===== config.mk =====
export PLATFORM = sky130hd
export DESIGN_NAME = memory_access_flat
export DESIGN_NICKNAME = d
export VERILOG_FILES = /design/src/rtl/memory_access_pkg.sv /design/src/rtl/memory_access_if.sv /design/src/rtl/memory_access_load_align.sv /design/src/rtl/memory_access.sv /design/src/flat_wrapper.sv
export SDC_FILE = /design/constraint.sdc
export NUM_CORES = 1
export LEC_CHECK = 0
export CORE_MARGIN = 3
export CORE_UTILIZATION = 40
export CTS_BUF_LIST = sky130_fd_sc_hd__clkbuf_4 sky130_fd_sc_hd__clkbuf_8
export CTS_CLUSTER_DIAMETER = 30
export DETAILED_ROUTE_END_ITERATION = 8
export PLACE_DENSITY = 0.76
export SYNTH_ARGS = -nofsm -noshare
export SYNTH_HDL_FRONTEND = slang
export SYNTH_HIERARCHICAL = 1
export SYNTH_SLANG_ARGS = --single-unit

===== constraint.sdc =====
create_clock -name clk -period 2.5 [get_ports clk]
set_input_delay 0.5 -clock clk [delete_from_list [all_inputs] [get_ports clk]]
set_output_delay 0.5 -clock clk [all_outputs]
set_load 0.1 [all_outputs]

===== src/rtl/memory_access_pkg.sv =====
// memory_access_pkg: shared definitions for the memory-access stage.
//   MEM            - core sequencer state value in which the stage is active
//   mem_fsm_t      - stage FSM state encoding
//   ld_kind_t      - load extract/extend selector latched at request time
//   instructions_t - decoded instruction flags consumed by this stage
//   load_kind()    - maps a decoded instruction to its load kind
//   is_misaligned() - alignment rule for halfword and word accesses
package memory_access_pkg;

  localparam logic [2:0] MEM       = 3'd3;
  localparam int         NUM_LANES = 4;
  localparam int         LANE_W    = 8;

  typedef enum logic [1:0] {
    S_IDLE   = 2'd0,
    S_REQ    = 2'd1,
    S_WAIT_R = 2'd2,
    S_DONE   = 2'd3
  } mem_fsm_t;

  typedef enum logic [2:0] {
    LD_B  = 3'd0,
    LD_BU = 3'd1,
    LD_H  = 3'd2,
    LD_HU = 3'd3,
    LD_W  = 3'd4
  } ld_kind_t;

  typedef struct packed {
    logic lb;
    logic lh;
    logic lw;
    logic lbu;
    logic lhu;
    logic flw;
    logic sb;
    logic sh;
    logic sw;
    logic fsw;
  } instructions_t;

  function automatic ld_kind_t load_kind(input instructions_t i);
    if (i.lb)       return LD_B;
    else if (i.lbu) return LD_BU;
    else if (i.lh)  return LD_H;
    else if (i.lhu) return LD_HU;
    else            return LD_W;
  endfunction

  function automatic logic is_misaligned(input instructions_t i, input logic [1:0] off);
    logic half, word;
    half = i.lh | i.lhu | i.sh;
    word = i.lw | i.flw | i.sw | i.fsw;
    return (half & off[0]) | (word & (off != 2'b00));
  endfunction

endpackage


===== src/rtl/memory_access_if.sv =====
// memory_access_if: data-memory request/response bus.
//   master (stage side): drives dmem_req_valid/addr/we/wdata/wstrb,
//                        samples dmem_req_ready, dmem_rvalid, dmem_rdata.
//   slave  (memory side): the reverse.
interface memory_access_if;
  logic        dmem_req_valid;
  logic        dmem_req_ready;
  logic [31:0] dmem_addr;
  logic        dmem_we;
  logic [31:0] dmem_wdata;
  logic [3:0]  dmem_wstrb;
  logic        dmem_rvalid;
  logic [31:0] dmem_rdata;

  modport master (
    output dmem_req_valid, dmem_addr, dmem_we, dmem_wdata, dmem_wstrb,
    input  dmem_req_ready, dmem_rvalid, dmem_rdata
  );

  modport slave (
    input  dmem_req_valid, dmem_addr, dmem_we, dmem_wdata, dmem_wstrb,
    output dmem_req_ready, dmem_rvalid, dmem_rdata
  );
endinterface


===== src/rtl/memory_access_load_align.sv =====
// load_align: combinational lane extract and sign/zero extension of a
// returned memory word.
//   kind  in  load kind (byte/half/word, signed/unsigned)
//   off   in  byte offset of the access within the word
//   rdata in  raw read word
//   value out extended load result
module load_align
  import memory_access_pkg::*;
(
  input  ld_kind_t    kind,
  input  logic [1:0]  off,
  input  logic [31:0] rdata,
  output logic [31:0] value
);

  logic [7:0]  byte_v;
  logic [15:0] half_v;

  always_comb begin
    byte_v = rdata[8*off +: 8];
    half_v = rdata[16*off[1] +: 16];
    case (kind)
      LD_B:    value = {{24{byte_v[7]}}, byte_v};
      LD_BU:   value = {24'd0, byte_v};
      LD_H:    value = {{16{half_v[15]}}, half_v};
      LD_HU:   value = {16'd0, half_v};
      default: value = rdata;
    endcase
  end

endmodule


===== src/rtl/memory_access.sv =====
// memory_access: memory stage of the core. Issues at most one data-memory
// request per MEM phase, formats store lanes, extracts/extends loads.
//   clk, rstn          clock, synchronous active-low reset
//   state              core sequencer state; stage acts while state == MEM
//   instr              decoded instruction flags
//   result             effective byte address from execute
//   rs2_v / frs2_v     integer / FP store data
//   mem_read_enabled   access is a load
//   mem_write_enabled  access is a store
//   dmem               memory bus (master side)
//   load_value         extended load result, held until the next load
//   done               one-cycle stage-complete pulse
//   misaligned         qualifies done: access was rejected as misaligned
module memory_access
  import memory_access_pkg::*;
(
  input  logic                   clk,
  input  logic                   rstn,
  input  logic [2:0]             state,
  input  instructions_t          instr,
  input  logic [31:0]            result,
  input  logic [31:0]            rs2_v,
  input  logic [31:0]            frs2_v,
  input  logic                   mem_read_enabled,
  input  logic                   mem_write_enabled,
  memory_access_if.master        dmem,
  output logic [31:0]            load_value,
  output logic                   done,
  output logic                   misaligned
);

  mem_fsm_t    fsm;
  ld_kind_t    ld_kind_q;
  logic [1:0]  off_q;
  logic [31:0] ld_ext;
  logic [31:0] st_data;
  logic        mis;

  logic [NUM_LANES-1:0][LANE_W-1:0] wdata_fmt;
  logic [NUM_LANES-1:0]             wstrb_fmt;

  assign st_data = instr.fsw ? frs2_v : rs2_v;
  assign mis     = is_misaligned(instr, result[1:0]);

  // Store lane formatting from the live inputs; the result is registered
  // onto the bus when the request is launched, so it stays stable in REQ.
  for (genvar l = 0; l < NUM_LANES; l++) begin : g_lane
    assign wdata_fmt[l] = instr.sb ? st_data[7:0] :
                          instr.sh ? st_data[8*(l%2) +: 8] :
                                     st_data[8*l +: 8];
    assign wstrb_fmt[l] = instr.sb ? (result[1:0] == 2'(l)) :
                          instr.sh ? (result[1] == 1'(l/2)) :
                                     1'b1;
  end

  load_align u_load_align (
    .kind  (ld_kind_q),
    .off   (off_q),
    .rdata (dmem.dmem_rdata),
    .value (ld_ext)
  );

  always_ff @(posedge clk) begin
    if (!rstn) begin
      fsm                 <= S_IDLE;
      ld_kind_q           <= LD_W;
      off_q               <= 2'd0;
      dmem.dmem_req_valid <= 1'b0;
      dmem.dmem_we        <= 1'b0;
      dmem.dmem_wstrb     <= 4'd0;
      dmem.dmem_addr      <= 32'd0;
      dmem.dmem_wdata     <= 32'd0;
      load_value          <= 32'd0;
      done                <= 1'b0;
      misaligned          <= 1'b0;
    end else begin
      case (fsm)
        S_IDLE: begin
          done       <= 1'b0;
          misaligned <= 1'b0;
          if (state == MEM) begin
            if (mem_read_enabled || mem_write_enabled) begin
              // Only the load kind and byte offset are needed after launch;
              // everything else goes straight onto the bus registers.
              ld_kind_q <= load_kind(instr);
              off_q     <= result[1:0];
              if (mis) begin
                fsm        <= S_DONE;
                done       <= 1'b1;
                misaligned <= 1'b1;
              end else begin
                fsm                 <= S_REQ;
                dmem.dmem_req_valid <= 1'b1;
                dmem.dmem_we        <= mem_write_enabled;
                dmem.dmem_addr      <= {result[31:2], 2'b00};
                dmem.dmem_wdata     <= mem_write_enabled ? wdata_fmt : 32'd0;
                dmem.dmem_wstrb     <= mem_write_enabled ? wstrb_fmt : 4'd0;
              end
            end else begin
              fsm  <= S_DONE;
              done <= 1'b1;
            end
          end
        end
        // state leaving MEM here or in WAIT_R is ignored: the access completes.
        S_REQ: begin
          if (dmem.dmem_req_ready) begin
            dmem.dmem_req_valid <= 1'b0;
            if (dmem.dmem_we) begin
              fsm  <= S_DONE;
              done <= 1'b1;
            end else begin
              fsm <= S_WAIT_R;
            end
          end
        end
        S_WAIT_R: begin
          if (dmem.dmem_rvalid) begin
            load_value <= ld_ext;
            fsm        <= S_DONE;
            done       <= 1'b1;
          end
        end
        S_DONE: begin
          // Park here for the rest of the MEM phase so one phase never
          // issues a second access.
          done       <= 1'b0;
          misaligned <= 1'b0;
          if (state != MEM) fsm <= S_IDLE;
        end
        default: fsm <= S_IDLE;
      endcase
    end
  end

endmodule


===== src/flat_wrapper.sv =====
// flat-port wrapper written by rule: the top's interface ports become plain ports
module memory_access_flat import memory_access_pkg::*;
  (clk, rstn, state, instr, result, rs2_v, frs2_v, mem_read_enabled, mem_write_enabled, load_value, done, misaligned, dmem_dmem_req_valid, dmem_dmem_addr, dmem_dmem_we, dmem_dmem_wdata, dmem_dmem_wstrb, dmem_dmem_req_ready, dmem_dmem_rvalid, dmem_dmem_rdata);
  memory_access_if dmem_i ();
  input  logic clk;
  input  logic rstn;
  input  logic [2:0] state;
  input  instructions_t instr;
  input  logic [31:0] result;
  input  logic [31:0] rs2_v;
  input  logic [31:0] frs2_v;
  input  logic mem_read_enabled;
  input  logic mem_write_enabled;
  output logic [31:0] load_value;
  output logic done;
  output logic misaligned;
  output wire logic [$bits(dmem_i.dmem_req_valid)-1:0] dmem_dmem_req_valid;
  output wire logic [$bits(dmem_i.dmem_addr)-1:0] dmem_dmem_addr;
  output wire logic [$bits(dmem_i.dmem_we)-1:0] dmem_dmem_we;
  output wire logic [$bits(dmem_i.dmem_wdata)-1:0] dmem_dmem_wdata;
  output wire logic [$bits(dmem_i.dmem_wstrb)-1:0] dmem_dmem_wstrb;
  input wire logic [$bits(dmem_i.dmem_req_ready)-1:0] dmem_dmem_req_ready;
  input wire logic [$bits(dmem_i.dmem_rvalid)-1:0] dmem_dmem_rvalid;
  input wire logic [$bits(dmem_i.dmem_rdata)-1:0] dmem_dmem_rdata;
  assign dmem_dmem_req_valid = dmem_i.dmem_req_valid;
  assign dmem_dmem_addr = dmem_i.dmem_addr;
  assign dmem_dmem_we = dmem_i.dmem_we;
  assign dmem_dmem_wdata = dmem_i.dmem_wdata;
  assign dmem_dmem_wstrb = dmem_i.dmem_wstrb;
  assign dmem_i.dmem_req_ready = dmem_dmem_req_ready;
  assign dmem_i.dmem_rvalid = dmem_dmem_rvalid;
  assign dmem_i.dmem_rdata = dmem_dmem_rdata;
  memory_access u_core (.clk(clk), .rstn(rstn), .state(state), .instr(instr), .result(result), .rs2_v(rs2_v), .frs2_v(frs2_v), .mem_read_enabled(mem_read_enabled), .mem_write_enabled(mem_write_enabled), .dmem(dmem_i), .load_value(load_value), .done(done), .misaligned(misaligned));
endmodule

==> impl_metrics.yaml <==
cells_and_area:
  finalInstanceArea_um2: 8610
  layout-drive-gt1-share: 0.215
  final_cell_mix: "nand2_1 (225), clkdlybuf4s50_1 (144), buf_4 (117)"
  fin_cells: 1096
  nNetsFinal: 1059
  areaGrowthSynthToFinish_pct: 42.1
  fillers: 1334
  final_common_cell: "nand2_1"
  diodes: 0
  seqCellArea_um2: 2180
  multi_input_area_um2: 3530
detailed_routing:
  vias_per_cell: 5.14
  drt-initial-drc-count: 343
  routed_wirelength_um: 18000
  wl_per_cell_um: 16.5
  vias: 5628
  drcViolationCount: 0
  drtPass1Iterations: 5
  ant_nets: 0
synthesis:
  synthCells: 681
  synth-seq-area-share: 0.360
  synth.distinct_cells: 52
  synth_warnings: 6
  async_flop_share: 0
  synth-edff-count: 0
  synth_ff_type: "dfxtp_1"
  syn_avg_cell_area_um2: 8.89
  syn_area_um2: 6060
  ys_seq_elements: 109
floorplan:
  die_x_um: 129
  die-area_um2: 16700
  core_um2: 14700
  die_h_um: 129
  num_rows: 44
  start_util: 0.412
  io_pins: 251
critical_path:
  crit_type: "in2reg"
  crit_chain: "clkdlybuf4s50_1, buf_12, mux2_2, mux4_2, a32o_1"
  cp.required_ns: 2.78
  rr_worst_depth: 7
  critPathLaunchType: "primary input"
  slowest_stage: "clkdlybuf4s50_1"
  arrival_ns: 2.33
  crit_path_end_kind: "register"
  worstPathMaxFanout: 18
  cp_slowest_stage_delay_ns: 0.57
global_routing:
  grtUsageTotal: 0.210
  grt_pass1_vias: 5484
  overflow: 0
  antenna_found_initial: 0
  grt_max_degree: 62
  grt_pass1_wl_um: 27600
  gr-usage-met3: 0.0622
  met2_usage: 0.360
  top_usage_layer: "met2"
  gr-usage-met1: 0.245
pwr:
  power.internal_mw: 3.04
  powerDensity_nw_per_um2: 563
  leakagePower_nw: 3.57
  power_frac_seq: 0.392
  clock_power_share: 0.235
  p_sw_frac: 0.373
  combPwrFrac: 0.373
  vdd_drop_max_v: 0.000342
  switchingPower_mw: 1.81
place:
  portBuffers: 248
  placedCellCount: 1080
  gp_congestion: 0.822
  place_area_um2: 8400
  dp.final_hpwl_um: 13900
  post-place-ws_ns: 0.0584
clocking:
  cts.reportedPaths.clkPinSlew_ns: 0.10
  insertion_delay_ns: 0.38
  post_cts_buffers: 0
  cts_buffer_depth: 2
  postCtsHoldBufs: 0
  clock-root-buffer: "clkbuf_8"
  cts_max_level: 3
  cts_tree: "yes"
  cts_inserted_buffers: 9
  cts_resized: 0
  cts_sinks: 109
timing:
  slew_violations: 0
  worst_pin_slew_ns: 0.594
  rsz0062_at_grt: "no"
  fin_hold_ws_ns: 0.457
  layout_setup_ws_ns: 0.456
  fmax_ghz: 0.489
  fin_skew_ns: 0.0111
  setup_viol: 0
  setup_tns_ns: 0
  maxSlewHeadroom: 0.601
  hold_viol_final: 0
  fin_crit_sh: 0.818
  period_needed_ns: 2.04
min_path:
  worstHoldPathType: "reg2reg"
  min_path_cells: 2
job:
  drv_cap: 0
run_status:
  outcome: "complete, no violations"
-- worst max-delay path, delay by kind of cell --
| kind | cells | cell delay (ns) |
|---|---|---|
| multiplexers | 2 | 0.82 |
| buffers and inverters | 2 | 0.76 |
| AO/OA/AOI/OAI | 1 | 0.22 |
-- through the flow --
stage	total power, mW	util
after floorplan	3.19	-
after CTS	4.89	0.586
after global placement	3.73	0.571
final	4.85	0.586
after detailed placement	3.74	0.571
after global routing	5.09	0.586
-- cells by family (layout without fill, tap and decap cells) --
family | after synthesis | count (layout) | share of synthesized area
multiplexers | 120 | 120 | 0.239
flip-flops | 109 | 109 | 0.360
adder cells (fa/ha/maj) | 5 | 5 | 0.0103
other | 1 | 2 | 0.000619
AO/OA/AOI/OAI | 104 | 104 | 0.131
buffers and inverters | 60 | 290 | 0.0572
AND/OR/NAND/NOR | 282 | 282 | 0.202
-- worst paths after layout --
check | from | to | slack (ns)
worst max register to register | u_core/fsm[0] | u_core/dmem.dmem_wdata[29] | 0.59
worst min register to register | u_core/dmem.dmem_addr[26] | u_core/dmem.dmem_addr[26] | 0.46
worst min-delay path | u_core/dmem.dmem_addr[26] | u_core/dmem.dmem_addr[26] | 0.46
worst max-delay path | instr[2] | u_core/dmem.dmem_wdata[26] | 0.46
-- cell usage after synthesis (4+ instances only) --
master	n	area (um^2)
nand2_1	225	845
dfxtp_1	109	2180
mux2i_1	74	741
a21boi_0	33	248
clkbuf_1	31	116
mux2_2	23	259
nor2_1	19	71.3
mux4_2	16	360
o21ai_0	16	80.1
a21oi_1	10	50.1
nor2b_1	10	62.6
a32o_1	9	90.1
buf_6	9	101
o211ai_1	9	67.6
a22o_1	7	61.3
buf_2	7	35.0
a22oi_1	6	45.0
inv_1	6	22.5
ha_1	5	62.6
mux2_1	5	56.3
nand2b_1	5	31.3
nor4_1	4	25.0
-- final cells by class --
class	count	share of cell area
Clock inverter	3	0.00509
Clock buffer	13	0.0193
Sequential cell	109	0.254
Tap cell	184	0.0267
Timing Repair Buffer	267	0.282
Multi-Input combinational cell	513	0.411
Inverter	7	0.00305
-- power groups by stage --
stage,sequential [mW],clock [mW],combinational [mW]
global placement,1.94,0,1.79
CTS,1.90,1.18,1.81
global route,1.91,1.25,1.93
finish,1.90,1.14,1.81
floorplan,2.46,0,0.731
detailed placement,1.94,0,1.80
-- flip-flops by register name, summed over array words and instances, names as in the netlist --
signal	count
u_core/done	1
u_core/dmem.dmem_req_valid	1
u_core/dmem.dmem_wstrb	4
u_core/dmem.dmem_wdata	32
u_core/ld_kind_q	3
u_core/misaligned	1
u_core/fsm	2
u_core/dmem.dmem_addr	30
u_core/load_value	32
u_core/dmem.dmem_we	1
u_core/off_q	2
-- per-layer routing --
| layer | vias up | share of wire |
|---|---|---|
| met2 | 204 | 0.49 |
| met4 | 0 | 0.029 |
| met5 | - | 0 |
| li1 | 2787 | - |
| met1 | 2605 | 0.40 |
| met3 | 32 | 0.075 |
Power figures use the tool's default switching activity.
